`config.mk`:
```
export PLATFORM = sky130hd
export DESIGN_NAME = bsk_mgr_cut_rd_seq
export DESIGN_NICKNAME = d
export VERILOG_FILES = /design/src/rtl/bsk_mgr_common_param_pkg.sv /design/src/rtl/bsk_mgr_cut_next_find.sv /design/src/rtl/bsk_mgr_cut_rd_seq.sv
export SDC_FILE = /design/constraint.sdc
export NUM_CORES = 1
export LEC_CHECK = 0
export ABC_CLOCK_PERIOD_IN_PS = 3500
export BUFFER_PORTS_ARGS = -buffer_cell sky130_fd_sc_hd__buf_4
export CAP_MARGIN = 0
export CELL_PAD_IN_SITES_DETAIL_PLACEMENT = 1
export CELL_PAD_IN_SITES_GLOBAL_PLACEMENT = 2
export CORE_MARGIN = 2
export CORE_UTILIZATION = 39
export CTS_BUF_LIST = sky130_fd_sc_hd__clkbuf_4 sky130_fd_sc_hd__clkbuf_8
export DETAILED_ROUTE_END_ITERATION = 6
export HOLD_SLACK_MARGIN = 0.08
export PLACE_DENSITY = 0.85
export SETUP_SLACK_MARGIN = 0.5
export SKIP_CTS_REPAIR_TIMING = 1
export SLEW_MARGIN = 20
export SYNTH_ARGS = -nofsm -noshare
export SYNTH_HDL_FRONTEND = slang
export SYNTH_SLANG_ARGS = --single-unit
```
`constraint.sdc`:
```
create_clock -name clk -period 3.5 [get_ports clk]
set_input_delay 0.35 -clock clk [delete_from_list [all_inputs] [get_ports clk]]
set_output_delay 0.35 -clock clk [all_outputs]
set_load 0.1 [all_outputs]
```
`src/rtl/bsk_mgr_common_param_pkg.sv`:
```
// Shared defaults, derived widths and FSM state type for the BSK manager cut sequencer.
package bsk_mgr_common_param_pkg;

   localparam int BSK_CUT_NB = 4;
   localparam int CUT_DEPTH  = 16;
   localparam int SLOT_NB    = 8;
   localparam int ITER_W     = 4;

   function automatic int clog2_min1(input int value);
      return (value > 1) ? $clog2(value) : 1;
   endfunction

   localparam int CUT_ID_W = clog2_min1(BSK_CUT_NB);
   localparam int ADD_W    = clog2_min1(SLOT_NB * CUT_DEPTH);
   localparam int SLOT_W   = clog2_min1(SLOT_NB);

   typedef enum logic [1:0] {
      IDLE = 2'd0,
      RUN  = 2'd1,
      DONE = 2'd2
   } seq_state_e;

endpackage

```
`src/rtl/bsk_mgr_cut_next_find.sv`:
```
// Combinational cut scanner: next enabled cut above the current one, wrap flag
// (no enabled cut above) and the lowest enabled cut.
module bsk_mgr_cut_next_find #(
   parameter int BSK_CUT_NB = 4,
   parameter int CUT_ID_W   = 2
) (
   input  logic [BSK_CUT_NB-1:0] mask_i,
   input  logic [CUT_ID_W-1:0]   cur_cut_i,
   output logic [CUT_ID_W-1:0]   next_cut_o,
   output logic                  wrap_o,
   output logic [CUT_ID_W-1:0]   first_cut_o
);

   // Descending scan so the last hit is the lowest qualifying index.
   always_comb begin
      next_cut_o  = '0;
      wrap_o      = 1'b1;
      first_cut_o = '0;
      for (int i = BSK_CUT_NB - 1; i >= 0; i--) begin
         if (mask_i[i]) begin
            first_cut_o = CUT_ID_W'(i);
            if (i > int'(cur_cut_i)) begin
               next_cut_o = CUT_ID_W'(i);
               wrap_o     = 1'b0;
            end
         end
      end
   end

endmodule

```
`src/rtl/bsk_mgr_cut_rd_seq.sv`:
```
// BSK cut read-address sequencer: sweeps iteration/word/enabled-cut per command.
// Optional per-command cut mask enabled by defining BSK_MGR_CUT_MASK_EN.
module bsk_mgr_cut_rd_seq #(
   parameter int BSK_CUT_NB = bsk_mgr_common_param_pkg::BSK_CUT_NB,
   parameter int CUT_DEPTH  = bsk_mgr_common_param_pkg::CUT_DEPTH,
   parameter int SLOT_NB    = bsk_mgr_common_param_pkg::SLOT_NB,
   parameter int ITER_W     = bsk_mgr_common_param_pkg::ITER_W,
   localparam int CUT_ID_W  = (BSK_CUT_NB > 1) ? $clog2(BSK_CUT_NB) : 1,
   localparam int ADD_W     = (SLOT_NB * CUT_DEPTH > 1) ? $clog2(SLOT_NB * CUT_DEPTH) : 1,
   localparam int SLOT_W    = (SLOT_NB > 1) ? $clog2(SLOT_NB) : 1
) (
   input  logic                  clk,
   input  logic                  s_rst_n,
   input  logic                  cmd_vld,
   output logic                  cmd_rdy,
   input  logic [SLOT_W-1:0]     cmd_slot,
   input  logic [ITER_W-1:0]     cmd_iter,
`ifdef BSK_MGR_CUT_MASK_EN
   input  logic [BSK_CUT_NB-1:0] cmd_cut_mask,
`endif
   output logic                  rd_vld,
   input  logic                  rd_rdy,
   output logic [CUT_ID_W-1:0]   rd_cut_id,
   output logic [ADD_W-1:0]      rd_add,
   output logic                  rd_last,
   output logic                  done,
   output logic                  busy
);

   import bsk_mgr_common_param_pkg::*;

   localparam int                WORD_W    = (CUT_DEPTH > 1) ? $clog2(CUT_DEPTH) : 1;
   localparam logic [WORD_W-1:0] WORD_LAST = WORD_W'(CUT_DEPTH - 1);

   seq_state_e            state_q, state_d;
   logic [BSK_CUT_NB-1:0] cmd_mask, mask_sel, mask_q, mask_d;
   logic [ADD_W-1:0]      cmd_base, base_q, base_d, add_q, add_d;
   logic [ITER_W-1:0]     iter_last_q, iter_last_d, iter_cnt_q, iter_cnt_d;
   logic [WORD_W-1:0]     word_q, word_d;
   logic [CUT_ID_W-1:0]   cut_q, cut_d, nxt_cut, first_cut, hi_cut;
   logic                  nxt_wrap;
   logic                  vld_q, vld_d, last_q, last_d;
   logic                  done_q, done_d, busy_q, busy_d, rdy_q, rdy_d;

`ifdef BSK_MGR_CUT_MASK_EN
   assign cmd_mask = cmd_cut_mask;
`else
   assign cmd_mask = '1;
`endif

   // In IDLE the scanner looks at the incoming command so the first cut is ready at accept.
   assign mask_sel = (state_q == IDLE) ? cmd_mask : mask_q;
   assign cmd_base = ADD_W'(32'(cmd_slot) * 32'(CUT_DEPTH));

   bsk_mgr_cut_next_find #(
      .BSK_CUT_NB (BSK_CUT_NB),
      .CUT_ID_W   (CUT_ID_W)
   ) u_next_find (
      .mask_i      (mask_sel),
      .cur_cut_i   (cut_q),
      .next_cut_o  (nxt_cut),
      .wrap_o      (nxt_wrap),
      .first_cut_o (first_cut)
   );

   always_comb begin
      hi_cut = '0;
      for (int i = 0; i < BSK_CUT_NB; i++) begin
         if (mask_sel[i]) hi_cut = CUT_ID_W'(i);
      end
   end

   always_comb begin
      state_d     = state_q;
      mask_d      = mask_q;
      base_d      = base_q;
      iter_last_d = iter_last_q;
      iter_cnt_d  = iter_cnt_q;
      word_d      = word_q;
      cut_d       = cut_q;
      add_d       = add_q;
      case (state_q)
         IDLE: begin
            if (cmd_vld && rdy_q) begin
               mask_d      = cmd_mask;
               base_d      = cmd_base;
               iter_last_d = (cmd_iter == '0) ? '0 : cmd_iter - 1'b1;
               iter_cnt_d  = '0;
               word_d      = '0;
               cut_d       = first_cut;
               add_d       = cmd_base;
               state_d     = (cmd_mask == '0) ? DONE : RUN;
            end
         end
         RUN: begin
            if (rd_rdy) begin
               if (last_q) begin
                  state_d = DONE;
               end else if (!nxt_wrap) begin
                  cut_d = nxt_cut;
               end else begin
                  cut_d = first_cut;
                  if (word_q == WORD_LAST) begin
                     word_d     = '0;
                     iter_cnt_d = iter_cnt_q + 1'b1;
                     add_d      = base_q;
                  end else begin
                     word_d = word_q + 1'b1;
                     add_d  = add_q + 1'b1;
                  end
               end
            end
         end
         DONE:    state_d = IDLE;
         default: state_d = IDLE;
      endcase
      last_d = (state_d == RUN) && (iter_cnt_d == iter_last_d) &&
               (word_d == WORD_LAST) && (cut_d == hi_cut);
      vld_d  = (state_d == RUN);
      done_d = (state_d == DONE);
      busy_d = (state_d != IDLE);
      rdy_d  = (state_d == IDLE);
   end

   always_ff @(posedge clk or negedge s_rst_n) begin
      if (!s_rst_n) begin
         state_q     <= IDLE;
         mask_q      <= '0;
         base_q      <= '0;
         iter_last_q <= '0;
         iter_cnt_q  <= '0;
         word_q      <= '0;
         cut_q       <= '0;
         add_q       <= '0;
         last_q      <= 1'b0;
         vld_q       <= 1'b0;
         done_q      <= 1'b0;
         busy_q      <= 1'b0;
         rdy_q       <= 1'b0;
      end else begin
         state_q     <= state_d;
         mask_q      <= mask_d;
         base_q      <= base_d;
         iter_last_q <= iter_last_d;
         iter_cnt_q  <= iter_cnt_d;
         word_q      <= word_d;
         cut_q       <= cut_d;
         add_q       <= add_d;
         last_q      <= last_d;
         vld_q       <= vld_d;
         done_q      <= done_d;
         busy_q      <= busy_d;
         rdy_q       <= rdy_d;
      end
   end

   assign cmd_rdy   = rdy_q;
   assign rd_vld    = vld_q;
   assign rd_cut_id = cut_q;
   assign rd_add    = add_q;
   assign rd_last   = last_q;
   assign done      = done_q;
   assign busy      = busy_q;

`ifndef SYNTHESIS
   slot_range_a : assert property (@(posedge clk) disable iff (!s_rst_n)
      (cmd_vld && cmd_rdy) |-> (32'(cmd_slot) < 32'(SLOT_NB)));
`endif

endmodule
```
======== After elaboration in Yosys (flattened, before gate mapping) ========
Index checks and enable logic that the tools add are counted.
operators by class
  multiplexer cells ....................... 50
  $add $sub $neg .......................... 4
  order comparisons ....................... 3
  reduce and logical (&&, ||, !) cells .... 11
  equality and inequality tests ........... 11
operator list
  kind                   number
  $mux W4                14
  $mux W2                19
  $mux W7                5
  $pmux W4 S2            2
  $pmux W7 S2            1
  $add A4 B1 Y4 const B  2
  $eq A4 B4 Y1 const B   2
  $pmux W2 S2            2
  $add A7 B1 Y7 const B  1
  $mux W1                7
  $ne A2 B2 Y1 const B   3
  $reduce_and A5 Y1      1
  $eq A2 B1 Y1 const B   2
  $eq A4 B4 Y1           1
  $gt A2 B2 Y1 const A   2
  $logic_and A1 B1 Y1    4
  $logic_not A2 Y1       2
  $logic_not A4 Y1       1
  $reduce_bool A2 Y1     2
  $sub A4 B1 Y4 const B  1
  $eq A2 B2 Y1           1
  $eq A2 B2 Y1 const B   1
  $gt A1 B2 Y1 const A   1
  $ne A2 B1 Y1 const B   1
  $reduce_and A2 Y1      1
storage, ports and cells
  logic and storage cells ................. 92
  output and inout bits ................... 14
  register bits after elaboration ......... 32
  input port bits ......................... 11

======== Logic depth before layout (Yosys ltp) ========
  depth after elaboration ................. 15
  gate-level depth with buffers ........... 7
  depth with buffers taken out ............ 7

======== By module ========
A second synthesis with hierarchy kept.
second synthesis, totals
  cell total of the unflattened synthesis .. 221
  area, all modules ....................... 1995.7 um^2
by module, submodules not included
  module                 area each (um^2)  instances  sequential area each (um^2)  cells an instance
  bsk_mgr_cut_rd_seq     1916.8            1          800.8                        208
  bsk_mgr_cut_next_find  78.8              1          0.0                          13

======== Worst setup path after synthesis ========
Ideal clock, no wire load.
  kind .................................... register to register
  start ................................... register cut_q[1] (netlist: rd_cut_id[1])
  end ..................................... register last_q (netlist: rd_last)
  clock period less this slack ............ 2.391 ns
  cell stages (with the launch flop) ...... 7
  arrival time ............................ 2.295 ns
  path buffers ............................ 0
  setup time .............................. 0.095 ns
  path slack .............................. 1.109 ns
  data required time ...................... 3.405 ns
  cells stage by stage .................... dfrtp_1 > a21boi_2 > nor4b_4 > mux2i_1 > xnor2_1 > o221ai_1 > nor4b_2
between the ends
  cells in the longest elaborated chain, start to end .. 15
  elaborated cells on any way between the ends .. 34
  those cells by class .................... 3 x order compare; 3 x eq/ne; 25 x mux; 3 x reduce/logical
ends and longest elaborated chain
  element                             RTL line                     source
  from (decl)                         bsk_mgr_cut_rd_seq.sv:40     logic [CUT_ID_W-1:0] cut_q, cut_d, nxt_cut, first_cut, hi_cut;
  from (signal assigned)              bsk_mgr_cut_rd_seq.sv:147    cut_q <= cut_d;
  $gt A2 B2 Y1                        bsk_mgr_cut_next_find.sv:22  if (i > int'(cur_cut_i)) begin
  $mux W1                             bsk_mgr_cut_next_find.sv:22
  $mux W1                             bsk_mgr_cut_next_find.sv:20  if (mask_i[i]) begin
  $mux W1                             bsk_mgr_cut_next_find.sv:22
  $mux W1                             bsk_mgr_cut_next_find.sv:20
  $mux W1                             bsk_mgr_cut_next_find.sv:22
  $mux W1 *                           bsk_mgr_cut_next_find.sv:20
  $mux W4 *                           bsk_mgr_cut_rd_seq.sv:99     end else if (!nxt_wrap) begin
  $mux W4 *                           bsk_mgr_cut_rd_seq.sv:97     if (last_q) begin
  $mux W4 *                           bsk_mgr_cut_rd_seq.sv:96     if (rd_rdy) begin
  $pmux W4 S2 *                       bsk_mgr_cut_rd_seq.sv:82     case (state_q)
  net iter_cnt_d[2]                   bsk_mgr_cut_rd_seq.sv:38     logic [ITER_W-1:0] iter_last_q, iter_last_d, iter_cnt_q, iter_cnt_d;
  $eq A4 B4 Y1 *                      bsk_mgr_cut_rd_seq.sv:117    last_d = (state_d == RUN) && (iter_cnt_d == iter_last_d) &&
  $logic_and A1 B1 Y1 * (2 in a row)  bsk_mgr_cut_rd_seq.sv:117
  $logic_and A1 B1 Y1 *               bsk_mgr_cut_rd_seq.sv:118    (word_d == WORD_LAST) && (cut_d == hi_cut);
  net last_d                          bsk_mgr_cut_rd_seq.sv:42     logic vld_q, vld_d, last_q, last_d;
  to (signal assigned)                bsk_mgr_cut_rd_seq.sv:149    last_q <= last_d;
  to (decl)                           bsk_mgr_cut_rd_seq.sv:42
The timed path passes the listed nets; every way through them passes the cells marked *.
A chain may end at the register's enable or synchronous reset.

======== Worst setup path after layout ========
  start ................................... register word_q[0]
  end ..................................... register last_q (netlist: rd_last)
between the ends
  cells in the longest elaborated chain, start to end .. 10
  elaborated cells on any way between the ends .. 18
  those cells by class .................... 1 x add/sub; 3 x eq/ne; 11 x mux; 3 x reduce/logical
ends and longest elaborated chain
  element                                                RTL line                   source
  from (decl)                                            bsk_mgr_cut_rd_seq.sv:39   logic [WORD_W-1:0] word_q, word_d;
  from (signal assigned)                                 bsk_mgr_cut_rd_seq.sv:146  word_q <= word_d;
  branches (longest 8 deep; another with $add A4 B1 Y4)  n/a
  $logic_and A1 B1 Y1 *                                  bsk_mgr_cut_rd_seq.sv:117
  $logic_and A1 B1 Y1 *                                  bsk_mgr_cut_rd_seq.sv:118
  net last_d                                             bsk_mgr_cut_rd_seq.sv:42
Mark *: on every way through the listed nets, which the timed path passes.

==> summary.txt <==
Worst hold path
  – Min-Delay Path Class: in2reg

Finish
  – Area occupied by multi-input gates: between 800 and 900 um^2
  – Fill count: a little under 500
  – Signed area change from the synthesized netlist to the final layout: 19.6%
  – Sequential Area: between 800 and 900 um^2
  – Utilization after layout: 0.495
  – Final net count: 218
  – Number of antenna cells inserted: 0
  – Final design instance area without fill: slightly above 2000 um^2
  – Fraction of layout cells with a size suffix above 1: 0.215

Yosys
  – Number of different library cells in the post-synthesis netlist: between 40 and 50
  – Leading post-synthesis cells by instance count: 33 x sky130_fd_sc_hd__nand2_1, 32 x sky130_fd_sc_hd__dfrtp_1, 16 x sky130_fd_sc_hd__nor2_1, 12 x sky130_fd_sc_hd__o21ai_0, 9 x sky130_fd_sc_hd__nand3_1
  – Dominant cells by area after synthesis: sky130_fd_sc_hd__dfrtp_1 47%, sky130_fd_sc_hd__nand2_1 7.3%, sky130_fd_sc_hd__o21ai_0 3.6%, sky130_fd_sc_hd__nor2_1 3.6%, sky130_fd_sc_hd__nand3_1 2.7%
  – Cells after Synth: 177
  – Top-area cell type share of the netlist area: 0.473
  – Synth async-reset ratio: 1.00
  – Sequential element share of the synthesized area: 0.473
  – Number of storage elements in the synthesis netlist: 32
  – Mean Syn Cell Area: 9.56 um^2
  – Predominant post-synthesis flop cell: sky130_fd_sc_hd__dfrtp_1
  – Post-synthesis instance area: around 1700 um^2
  – Net count after synthesis: about 190
  – Number of flops mapped to enable cells by yosys: 0
  – Most frequently used cell type in the post-synthesis netlist: sky130_fd_sc_hd__nand2_1
  – Cell taking the most area after synthesis: sky130_fd_sc_hd__dfrtp_1
  – Number of synthesis warnings: 0

Route
  – Wirelength, routed: ~4300 um
  – Via Count: approximately 1500
  – Via count normalized by instance count: approximately 5.7
  – Count of nets left with antenna violations after detail routing: 0
  – 1st-iter DRT viols: 90
  – Number of detailed-routing iterations run before antenna repair: 4
  – Routed wirelength normalized by instance count: roughly 17 um
  – Drt drc: 0

Global route
  – Number of antenna violations at the first check in global routing: 0
  – First-pass GRT wire length: roughly 7400 um
  – Met1 layer usage reported by global route: 0.247
  – Number of global-route vias before repair: 1505
  – Largest net degree at the start of global routing: 33
  – All-Layer GR Usage: 0.193
  – Remaining Overflow, GRT: 0
  – Met2 track utilization from global routing: 0.323
  – Global route hottest layer: met2
  – Met3 layer usage reported by global route: 0.0361

Placement
  – Routability Congestion: 0.877
  – Placed instance area: ~1900 um^2
  – Hpwl dp: between 3000 and 4000 um
  – Pre-CTS setup slack: 867 ps
  – IO buf count: 24

CTS
  – Total clock buffers created by CTS: 5
  – Worst-Skew Late Latency: 280 ps
  – Clock tree from TritonCTS: done
  – H-tree depth: 2
  – Clock transition at the register clock pins on the worst setup and hold paths after CTS: 70 ps
  – Number of clock sinks: 32
  – Root Buffer Master: sky130_fd_sc_hd__clkbuf_8
  – Worst-case clock buffer depth: 2

Power
  – Static Leakage: between 0.0009 and 0.001 uW
  – Worst IR drop on VDD: 0.315 mV
  – Areal power density over the cells: approximately 850 nW/um^2

STA
  – Final Max Slew Viols: 0
  – Maximum achievable frequency: 0.371 GHz
  – Total negative setup slack: 0 ps
  – Hold violation count in the final report: 0
  – Setup repair after global routing missed its margin: no
  – Setup-violating endpoint count in the final report: 0
  – Final critical-path setup slack: between 800 and 900 ps
  – Setup Skew: between 2 and 3 ps
  – Worst hold slack after final layout: 273 ps
  – Minimum clock period: approximately 2700 ps
  – Worst slew pin tran: 670 ps
  – Final worst path period share: 0.769
  – Worst relative slew slack: 0.551

Floorplanning
  – Boundary Pins: 25
  – Floorplan core area: 4090 um^2
  – # rows: 23
  – Width of the chip: 69.9 um
  – Initial Utilization: 0.414
  – Die Area: approximately 5000 um^2
  – Die boundary height: between 60 and 70 um

Critical path
  – Setup crit start kind: flop
  – Critical path capture point type: flop
  – CP Class: reg2reg
  – Data required, critical path: between 3000 and 4000 ps
  – Worst-path maximum fanout: 14
  – Data arrival time of the worst path: roughly 2900 ps

Status
  – Run status: complete, no violations

Flow run
  – Max-cap check violation count: 0
[cell families after synthesis]
logic type               after synthesis  synth area share
AND/OR/NAND/NOR                       81             0.259
XOR/XNOR                               9            0.0466
buffers and inverters                  8            0.0200
flip-flops                            32             0.473
multiplexers                           3            0.0185
adder cells (fa/ha/maj)                3            0.0222
AO/OA/AOI/OAI                         41             0.161
[worst max-delay path, cell delays in order, from the launching register on]
cell,delay [ps]
sky130_fd_sc_hd__dfrtp_1,480
sky130_fd_sc_hd__ha_1,290
sky130_fd_sc_hd__nand3_1,450
sky130_fd_sc_hd__nor4_1,530
sky130_fd_sc_hd__xnor2_1,210
sky130_fd_sc_hd__xor2_1,200
sky130_fd_sc_hd__o221ai_1,160
sky130_fd_sc_hd__nor4b_2,280
[final timing paths]
| kind | startpoint | to | slack, ps | cells after the start |
|---|---|---|---|---|
| max | word_q[0]$_DFF_PN0_ | rd_last$_DFF_PN0_ | 810 | 7 |
| min | cmd_slot[0] | base_q[4]$_DFFE_PN0P_ | 270 | 3 |
| max reg2reg | word_q[0]$_DFF_PN0_ | rd_last$_DFF_PN0_ | 810 | 7 |
| min reg2reg | base_q[4]$_DFFE_PN0P_ | base_q[4]$_DFFE_PN0P_ | 480 | 2 |
| max in group asynchronous | s_rst_n | rd_add[1]$_DFFE_PN0P_ | 2650 | 2 |
| min in group asynchronous | s_rst_n | iter_last_q[0]$_DFF_PN0_ | 550 | 2 |
[stage by stage]
stage	total power, uW	std cells
6_report	1720	255
5_1_grt	1830	255
4_1_cts	1730	254
3_5_place_dp	1410	246
3_3_place_gp	1380	246
2_1_floorplan	1210	177
[per-layer routing]
| metal | routed length (um) | share of wire |
|---|---|---|
| met5 | 0 | 0 |
| met4 | 61 | 0.014 |
| met3 | 151 | 0.035 |
| met2 | 2150 | 0.50 |
| met1 | 1920 | 0.45 |
[registers in the layout, indices dropped and copies added (netlist names)]
| signal | count |
|---|---|
| iter_last_q | 4 |
| busy | 1 |
| word_q | 4 |
| done | 1 |
| mask_q | 1 |
| rd_cut_id | 2 |
| iter_cnt_q | 4 |
| rd_last | 1 |
| cmd_rdy | 1 |
| base_q | 3 |
| rd_add | 7 |
| rd_vld | 1 |
| state_q | 2 |
[where the power goes]
| part | total [uW] | internal [uW] | switching [uW] |
|---|---|---|---|
| clock network | 310 | 176 | 134 |
| registers | 606 | 482 | 124 |
| logic | 803 | 223 | 580 |
[area by class of cell]
cell class	instances	area share
clock buffers	8	0.0482
inverters	2	0.00371
multi-input cells	137	0.424
flip-flops and latches	32	0.396
well taps	50	0.0309
repair buffers	26	0.0977
[cells in the final DEF, fill, tap and decap left out, types with 2 or more instances in the layout]
master and count:
sky130_fd_sc_hd__nand2_1 33, sky130_fd_sc_hd__dfrtp_1 32, sky130_fd_sc_hd__buf_4 25, sky130_fd_sc_hd__nor2_1 16, sky130_fd_sc_hd__o21ai_0 12, sky130_fd_sc_hd__nand3_1 9, sky130_fd_sc_hd__a21oi_1 8, sky130_fd_sc_hd__clkbuf_8 6
sky130_fd_sc_hd__xnor2_1 5, sky130_fd_sc_hd__nor3_1 4, sky130_fd_sc_hd__a211oi_1 4, sky130_fd_sc_hd__xor2_1 4, sky130_fd_sc_hd__nand2b_1 3, sky130_fd_sc_hd__ha_1 3, sky130_fd_sc_hd__o31ai_1 2, sky130_fd_sc_hd__nor2_2 2
sky130_fd_sc_hd__inv_1 2, sky130_fd_sc_hd__mux2i_1 2, sky130_fd_sc_hd__and3_1 2, sky130_fd_sc_hd__clkbuf_4 2
Note: power is estimated with default switching activity, not from simulation.
